[src/rtl/usb_system_sysid_pkg.sv]
// usb_system_sysid_pkg: shared state encoding and constants for the sysid boot checker
package usb_system_sysid_pkg;
  typedef enum logic [2:0] {IDLE, RD_ID, LAT_ID, RD_TS, LAT_TS, FIN} state_t;
  localparam logic SYSID_ADDR_ID = 1'b0;
  localparam logic SYSID_ADDR_TS = 1'b1;
  localparam int TIMEOUT_W = 8;
endpackage

[src/rtl/usb_system_avm_read_timer.sv]
// usb_system_avm_read_timer: waitrequest stall timeout counter and read-latency down-counter
module usb_system_avm_read_timer import usb_system_sysid_pkg::*; #(
  parameter int READ_LATENCY   = 0,
  parameter int TIMEOUT_CYCLES = 255
) (
  input  logic clk,
  input  logic rst,
  input  logic stall_en,
  input  logic lat_load,
  input  logic lat_en,
  output logic stall_expired,
  output logic lat_expired
);
  localparam logic [1:0] LAT_INIT = READ_LATENCY > 0 ? 2'(READ_LATENCY - 1) : 2'd0;
  logic [TIMEOUT_W-1:0] stall_q, stall_d;
  logic [1:0] lat_q, lat_d;
  // The stall count self-clears on any non-stalled cycle, so each read starts from zero.
  always_comb begin
    stall_d = stall_en ? stall_q + 1'b1 : '0;
    lat_d = lat_load ? LAT_INIT : (lat_en && lat_q != '0) ? lat_q - 1'b1 : lat_q;
  end
  assign stall_expired = stall_en && stall_d == TIMEOUT_W'(TIMEOUT_CYCLES);
  assign lat_expired = lat_q == '0;
  always_ff @(posedge clk or posedge rst)
    if (rst) begin
      stall_q <= '0;
      lat_q <= '0;
    end else begin
      stall_q <= stall_d;
      lat_q <= lat_d;
    end
endmodule

[config.mk]
export PLATFORM = sky130hd
export DESIGN_NAME = usb_system_avm_read_timer
export DESIGN_NICKNAME = d
export VERILOG_FILES = /design/src/rtl/usb_system_sysid_pkg.sv /design/src/rtl/usb_system_avm_read_timer.sv
export SDC_FILE = /design/constraint.sdc
export NUM_CORES = 1
export LEC_CHECK = 0
export CAP_MARGIN = 20
export CORE_MARGIN = 1
export CORE_UTILIZATION = 30
export CTS_CLUSTER_DIAMETER = 50
export DETAILED_ROUTE_END_ITERATION = 8
export MAX_ROUTING_LAYER = met4
export PLACE_DENSITY_LB_ADDON = 0.1
export SLEW_MARGIN = 20
export SYNTH_ARGS = -nofsm -noshare
export SYNTH_HDL_FRONTEND = slang
export SYNTH_SLANG_ARGS = --single-unit
[constraint.sdc]
create_clock -name clk -period 3.5 [get_ports clk]
set_clock_uncertainty 0.15 [all_clocks]
set_input_delay 0.7 -clock clk [delete_from_list [all_inputs] [get_ports clk]]
set_output_delay 0.7 -clock clk [all_outputs]
set_load 0.03 [all_outputs]
==> results of run 1 <==
## through the flow
| step | util | power (W) |
|---|---|---|
| global placement | 0.380 | 0.000163 |
| CTS | 0.404 | 0.000273 |
| detailed placement | 0.380 | 0.000165 |
| floorplan | - | 0.000151 |
| global route | 0.404 | 0.000283 |
| finish | 0.404 | 0.000268 |
## layer usage
metal	GRT usage	share of wire	vias to the layer above
met4	0.0750	0.024	0
met1	0.129	0.50	159
li1	-	-	176
met5	-	0	-
met2	0.178	0.45	6
met3	0.0388	0.035	2
## flip-flops by register name, summed over array words and instances (netlist names)
name	count
lat_q	2
stall_q	8
## Yosys cell counts (2+ instances only)
master and number:
nor2b_1 3, nand4_1 2, nand2_1 2, nor2_1 3, inv_1 3, nand3_1 2
and2_1 4, xnor2_1 4, ha_1 2, xor2_1 2, dfrtp_1 10
## area by class of cell
cell class,count,area (um2),area share
clock buffer,4,36.3,0.0595
inverter,3,11.3,0.0185
multi-input combinational,33,224,0.368
sequential,10,250,0.411
tap,16,20.0,0.0329
timing repair buffer,7,67.6,0.111
## worst max-delay path, stage by stage
cell and delay (ns):
clkdlybuf4s50_1 0.48, nand4_1 0.09, or3b_1 0.38, nor3_2 0.11
clkdlybuf4s50_1 0.68
## cell families after synthesis
group	after synthesis	share of synthesized area
compound gates	3	0.0361
fa+ha+maj	2	0.0515
simple gates	22	0.265
xor+xnor	6	0.108
flops	10	0.515
buf+inv	3	0.0232
## path summary, 6_finish.rpt
check                            from            end  slack (ns)
hold reg to reg            stall_q[0]     stall_q[0]        0.34
setup / recovery             stall_en  stall_expired        0.21
hold / removal             stall_q[0]     stall_q[0]        0.34
min in group asynchronous         rst     stall_q[4]        0.56
max in group asynchronous         rst     stall_q[6]        2.36
setup reg to reg           stall_q[2]     stall_q[7]        2.14
## report_power, final
group / internal, W / leakage [nW] / switching, W
logic: 0.0000186 / 0.106 / 0.0000194
clock network: 0.0000633 / 0.0210 / 0.0000425
registers: 0.000121 / 0.137 / 0.00000336
## layout by cell type (no fill, tap or decap)
cell type,instances
dfrtp_1,10
clkdlybuf4s50_1,6
xnor2_1,4
and2_1,4
inv_1,3
nor2_1,3
nor2b_1,3
clkbuf_4,3
nand4_1,2
xor2_1,2
nand2_1,2
nand3_1,2
ha_1,2
nand2b_1,1
o21ai_0,1
or3_1,1
a21boi_0,1
and2_2,1
nor3_1,1
or3b_1,1
nor3_2,1
a21oi_1,1
clkbuf_8,1
buf_4,1
==> results by group, run 1 <==
Status
  – Status: complete, no violations

Yosys
  – Unique cell type count in the Yosys netlist: 20
  – Seq cells post-synth: 10
  – Mapped Area: 485 um2
  – Top post-synthesis cells by area: dfrtp_1, xnor2_1, and2_1
  – Syn Area/Cell: 10.6 um2
  – Synth warnings: 0
  – Syn nets: 53
  – Predominant post-synthesis flop cell: dfrtp_1
  – Cell taking the most area after synthesis: dfrtp_1
  – Seq/Total Area, Yosys: 0.515
  – Number of synthesized flops with an enable pin: 0
  – Synth async-reset ratio: 1.00
  – Synth Instances: 46
  – Proportion of netlist area held by the largest area contributor: 0.515

Worst setup path
  – Critical path data required time: 2.65 ns
  – Worst setup SP type: input pin
  – Crit path max fanout: 2
  – FF-to-FF path depth: 4
  – Crit path DAT: 2.44 ns
  – CP Class: in2out
  – Crit path capture type: output pin

GRT
  – Number of global-route vias before repair: 355
  – Largest net degree at the start of global routing: 11
  – Initial antenna violation count: 0
  – GRT Residual Overflow: 0
  – First-pass GRT wire length: 1450 um
  – GRT Util Overall: 0.117

CTS
  – CTS tree: yes
  – TritonCTS Buffers: 3
  – Root buffer cell: clkbuf_4
  – CTS max path bufs: 2
  – Post-CTS Setup Inserts: 0
  – Worst-skew pair later-pin latency: 0.27 ns
  – Clk slew on worst S/H paths: 0.07 ns
  – PostCTS Resize Cnt: 0
  – H-tree depth: 1
  – Hold Buf Count CTS: 0
  – Clock Sinks: 10

Worst hold path
  – Worst Hold Class: reg2reg
  – Worst Hold Depth: 1

STA
  – Period utilization: 0.940
  – Final worst path period need: 3.29 ns
  – Slew Limit Fails: 0
  – Setup ws final: 0.212 ns
  – Worst-Margin Slew: 0.407 ns
  – Fmax: 0.304 GHz
  – Hold WS: 0.338 ns
  – Rel. slew slack: 0.728
  – Final Hold Vio Count: 0
  – Final TNS setup: 0 ns
  – RSZ-0062 raised after global routing: no
  – Finish-stage setup viols: 0

Pwr
  – Max IR drop VDD: 0.223 mV
  – Pwr dens: 440 nW/um2
  – Leak Pwr: 0.264 nW

Run
  – Max Cap Viol: 0

Placement
  – I/O Buffers: 6
  – Pre-CTS setup slack: 0.213 ns
  – Placed Cells: 69
  – RePlAce Congestion: 0.768
  – Dpl cell area: 573 um2
  – HPWL after DPL: 592 um

Detailed routing
  – Wirelength per Cell: 11.1 um
  – Drt drc: 0
  – Initial drt markers: 5
  – Initial DRT Pass Iterations: 2
  – Detail-routed via count per cell: 4.70
  – Total Wirelength: 807 um
  – DR vias: 343
  – Post-DRT Antenna Nets: 0

Floorplanning
  – Die width: 42.2 um
  – Die area: 1780 um2
  – Core box area: 1510 um2
  – I/O Pins: 7
  – Placement Rows: 14
  – Die Height: 42.2 um
  – Initial Util: 0.322

Final layout
  – Fin area: 609 um2
  – Final Net Count: 65
  – Non-Filler Instances: 73
  – Fillers: 154
  – Layout Area Growth over Synthesis: 25.5%
  – Ratio of cells with drive above 1 in the final layout: 0.123
  – Antenna diodes: 0
Power figures use the tool's default switching activity.
==> run 2, diff against run 1 <==
==> constraint.sdc (replaced) <==
create_clock -name clk -period 4.1 [get_ports clk]
set_clock_uncertainty 0.15 [all_clocks]
set_input_delay 0.82 -clock clk [delete_from_list [all_inputs] [get_ports clk]]
set_output_delay 0.82 -clock clk [all_outputs]
set_load 0.03 [all_outputs]
==> results by group, run 2 (same netlist as run 1, synthesis figures left out) <==
CTS
  – Clock Sinks: 10 (unchanged)
  – CTS tree: yes
  – Root buffer cell: clkbuf_4
  – Worst-skew pair later-pin latency: 0.26 ns (about the same)
  – Post-CTS Setup Inserts: 0 (unchanged)
  – Hold Buf Count CTS: 0 (unchanged)
  – PostCTS Resize Cnt: 0 (unchanged)
  – H-tree depth: 1 (unchanged)
  – CTS max path bufs: 2 (unchanged)
  – Clk slew on worst S/H paths: 0.06 ns (about the same)
  – TritonCTS Buffers: 3 (unchanged)

Placement
  – RePlAce Congestion: 0.791 (+3.0%)
  – I/O Buffers: 6 (unchanged)
  – Pre-CTS setup slack: 0.431 ns (+0.217 ns)
  – HPWL after DPL: 547 um (-7.6%)
  – Dpl cell area: 566 um2 (-1.3%)

Final layout
  – Regs by FF count: stall_q (8), lat_q (2)
  – Ratio of cells with drive above 1 in the final layout: 0.107 (-0.0157)
  – Most frequent cells in the layout: dfrtp_1, clkdlybuf4s50_1, xnor2_1, and2_1
  – Layout Area Growth over Synthesis: 24.0%
  – Final Net Count: 64 (-1.5%)
  – Final core occ: 0.400 (-0.00498)
  – Fin area: 602 um2 (-1.2%)
  – Antenna diodes: 0 (unchanged)
  – Biggest register: stall_q
  – Max FFs per register: 8 (unchanged)
  – Most common cell after layout, fill and taps aside: dfrtp_1

Detailed routing
  – Post-DRT Antenna Nets: 0 (unchanged)
  – DR vias: 327 (-4.7%)
  – Initial drt markers: 6 (+1)
  – Drt drc: 0 (unchanged)
  – Initial DRT Pass Iterations: 2 (unchanged)
  – Total Wirelength: 728 um (-9.8%)
  – Wirelength per Cell: 10.1 um (-8.5%)
  – Detail-routed via count per cell: 4.54 (-3.3%)

Worst setup path
  – Critical path data required time: 3.13 ns (+0.48 ns)
  – CP bufs+invs: 2 (unchanged)
  – Crit path DAT: 2.68 ns (+0.24 ns)
  – Critical path depth: 5 (unchanged)
  – Cell mode on critical path: clkdlybuf4s50_1
  – Reg2reg end: stall_q[7]
  – Worst setup SP type: input pin
  – CP Class: in2out
  – Crit path capture type: output pin
  – Worst r2r src: stall_q[2]
  – Crit path max fanout: 9 (+7)
  – Crit path to: stall_expired
  – Crit path cell chain: clkdlybuf4s50_1 > nand4_1 > or3b_1 > nor3_2 > clkdlybuf4s50_1
  – Max stage delay on crit path: 0.68 ns (about the same)
  – FF-to-FF path depth: 4 (unchanged)
  – Slowest cell on crit path: clkdlybuf4s50_1
  – Critical Path Start: stall_en
  – Delay-heaviest family, CP: buffers and inverters
  – Worst reg2reg setup slack: 2.73 ns (+0.59 ns)

STA
  – Final Hold Vio Count: 0 (unchanged)
  – Finish-stage setup viols: 0 (unchanged)
  – RSZ-0062 raised after global routing: no
  – Final TNS setup: 0 ns (unchanged)
  – Worst-Margin Slew: 0.365 ns (-0.0424 ns)
  – Period utilization: 0.890
  – Final worst path period need: 3.65 ns
  – Fmax: 0.274 GHz
  – Setup ws final: 0.450 ns (+0.238 ns)
  – Slew Limit Fails: 0 (unchanged)
  – Rel. slew slack: 0.757 (+0.0283)

Status
  – Status: complete, no violations

GRT
  – GRT Residual Overflow: 0 (unchanged)
  – First-pass GRT wire length: 1400 um (-3.4%)
  – GRT Util Overall: 0.109 (-0.00750)
  – Number of global-route vias before repair: 344 (-3.1%)
  – Largest net degree at the start of global routing: 11 (unchanged)
  – Initial antenna violation count: 0 (unchanged)

Pwr
  – Pwr dens: 373 nW/um2 (-15%)
  – Max IR drop VDD: 0.224 mV (+0.32%)
  – Leak Pwr: 0.259 nW (-1.8%)

Floorplanning
  – I/O Pins: 7 (unchanged)
  – Core box area: 1510 um2 (unchanged)
  – Placement Rows: 14 (unchanged)
  – Die area: 1780 um2 (unchanged)
  – Die width: 42.2 um (unchanged)
  – Die Height: 42.2 um (unchanged)
  – Initial Util: 0.322 (unchanged)

Run
  – Max Cap Viol: 0 (unchanged)

Worst hold path
  – Worst Hold Class: reg2reg
run 2: how the worst min path moves through the flow:
stage                          start         end  slack [ns]  cells past startpoint
final                     stall_q[0]  stall_q[0]        0.34                      1
after global routing      stall_q[0]  stall_q[0]        0.36                      1
after CTS                 stall_q[0]  stall_q[0]        0.34                      1
after detailed placement  stall_q[0]  stall_q[0]        0.33                      1
after global placement    stall_q[0]  stall_q[0]        0.32                      1
after floorplan           stall_q[0]  stall_q[0]        0.30                      1
run 2: layer usage:
metal  vias to the layer above  track usage  share of wire
li1                        171            -              -
met1                       150        0.134           0.47
met2                         6        0.157           0.49
met3                         0       0.0259          0.038
met4                         0       0.0750              0
met5                         -            -              0
run 2: through the flow:
step / power [W] / hold slack (ns) / instances
after floorplan: 0.000129 / 0.296 / 46
after global placement: 0.000139 / 0.323 / 68
after detailed placement: 0.000140 / 0.331 / 68
after CTS: 0.000230 / 0.341 / 72
after global routing: 0.000238 / 0.363 / 72
final: 0.000224 / 0.338 / 72
run 2: power breakdown:
part	total, W	internal [W]	leakage (nW)	switching, W
combinational	0.0000317	0.0000153	0.101	0.0000164
sequential	0.000106	0.000103	0.137	0.00000286
clock	0.0000864	0.0000539	0.0210	0.0000325
total	0.000224	0.000173	0.259	0.0000518
run 2: cell type report:
type,count,area [um2]
sequential,10,250
clock buffer,4,36.3
multi-input combinational,33,224
timing repair buffer,6,60.1
fill,151,905
inverter,3,11.3
tap,16,20.0
==> run 3, diff against run 2 <==
--- a/config.mk
+++ b/config.mk
@@ -5,7 +5,7 @@
 export SDC_FILE = /design/constraint.sdc
 export NUM_CORES = 1
 export LEC_CHECK = 0
-export CAP_MARGIN = 20
+export ABC_AREA = 0
 export CORE_MARGIN = 1
 export CORE_UTILIZATION = 30
 export CTS_CLUSTER_DIAMETER = 50
==> results of run 3 <==
The final DEF is identical to that of run 2; final timing and power are the same.
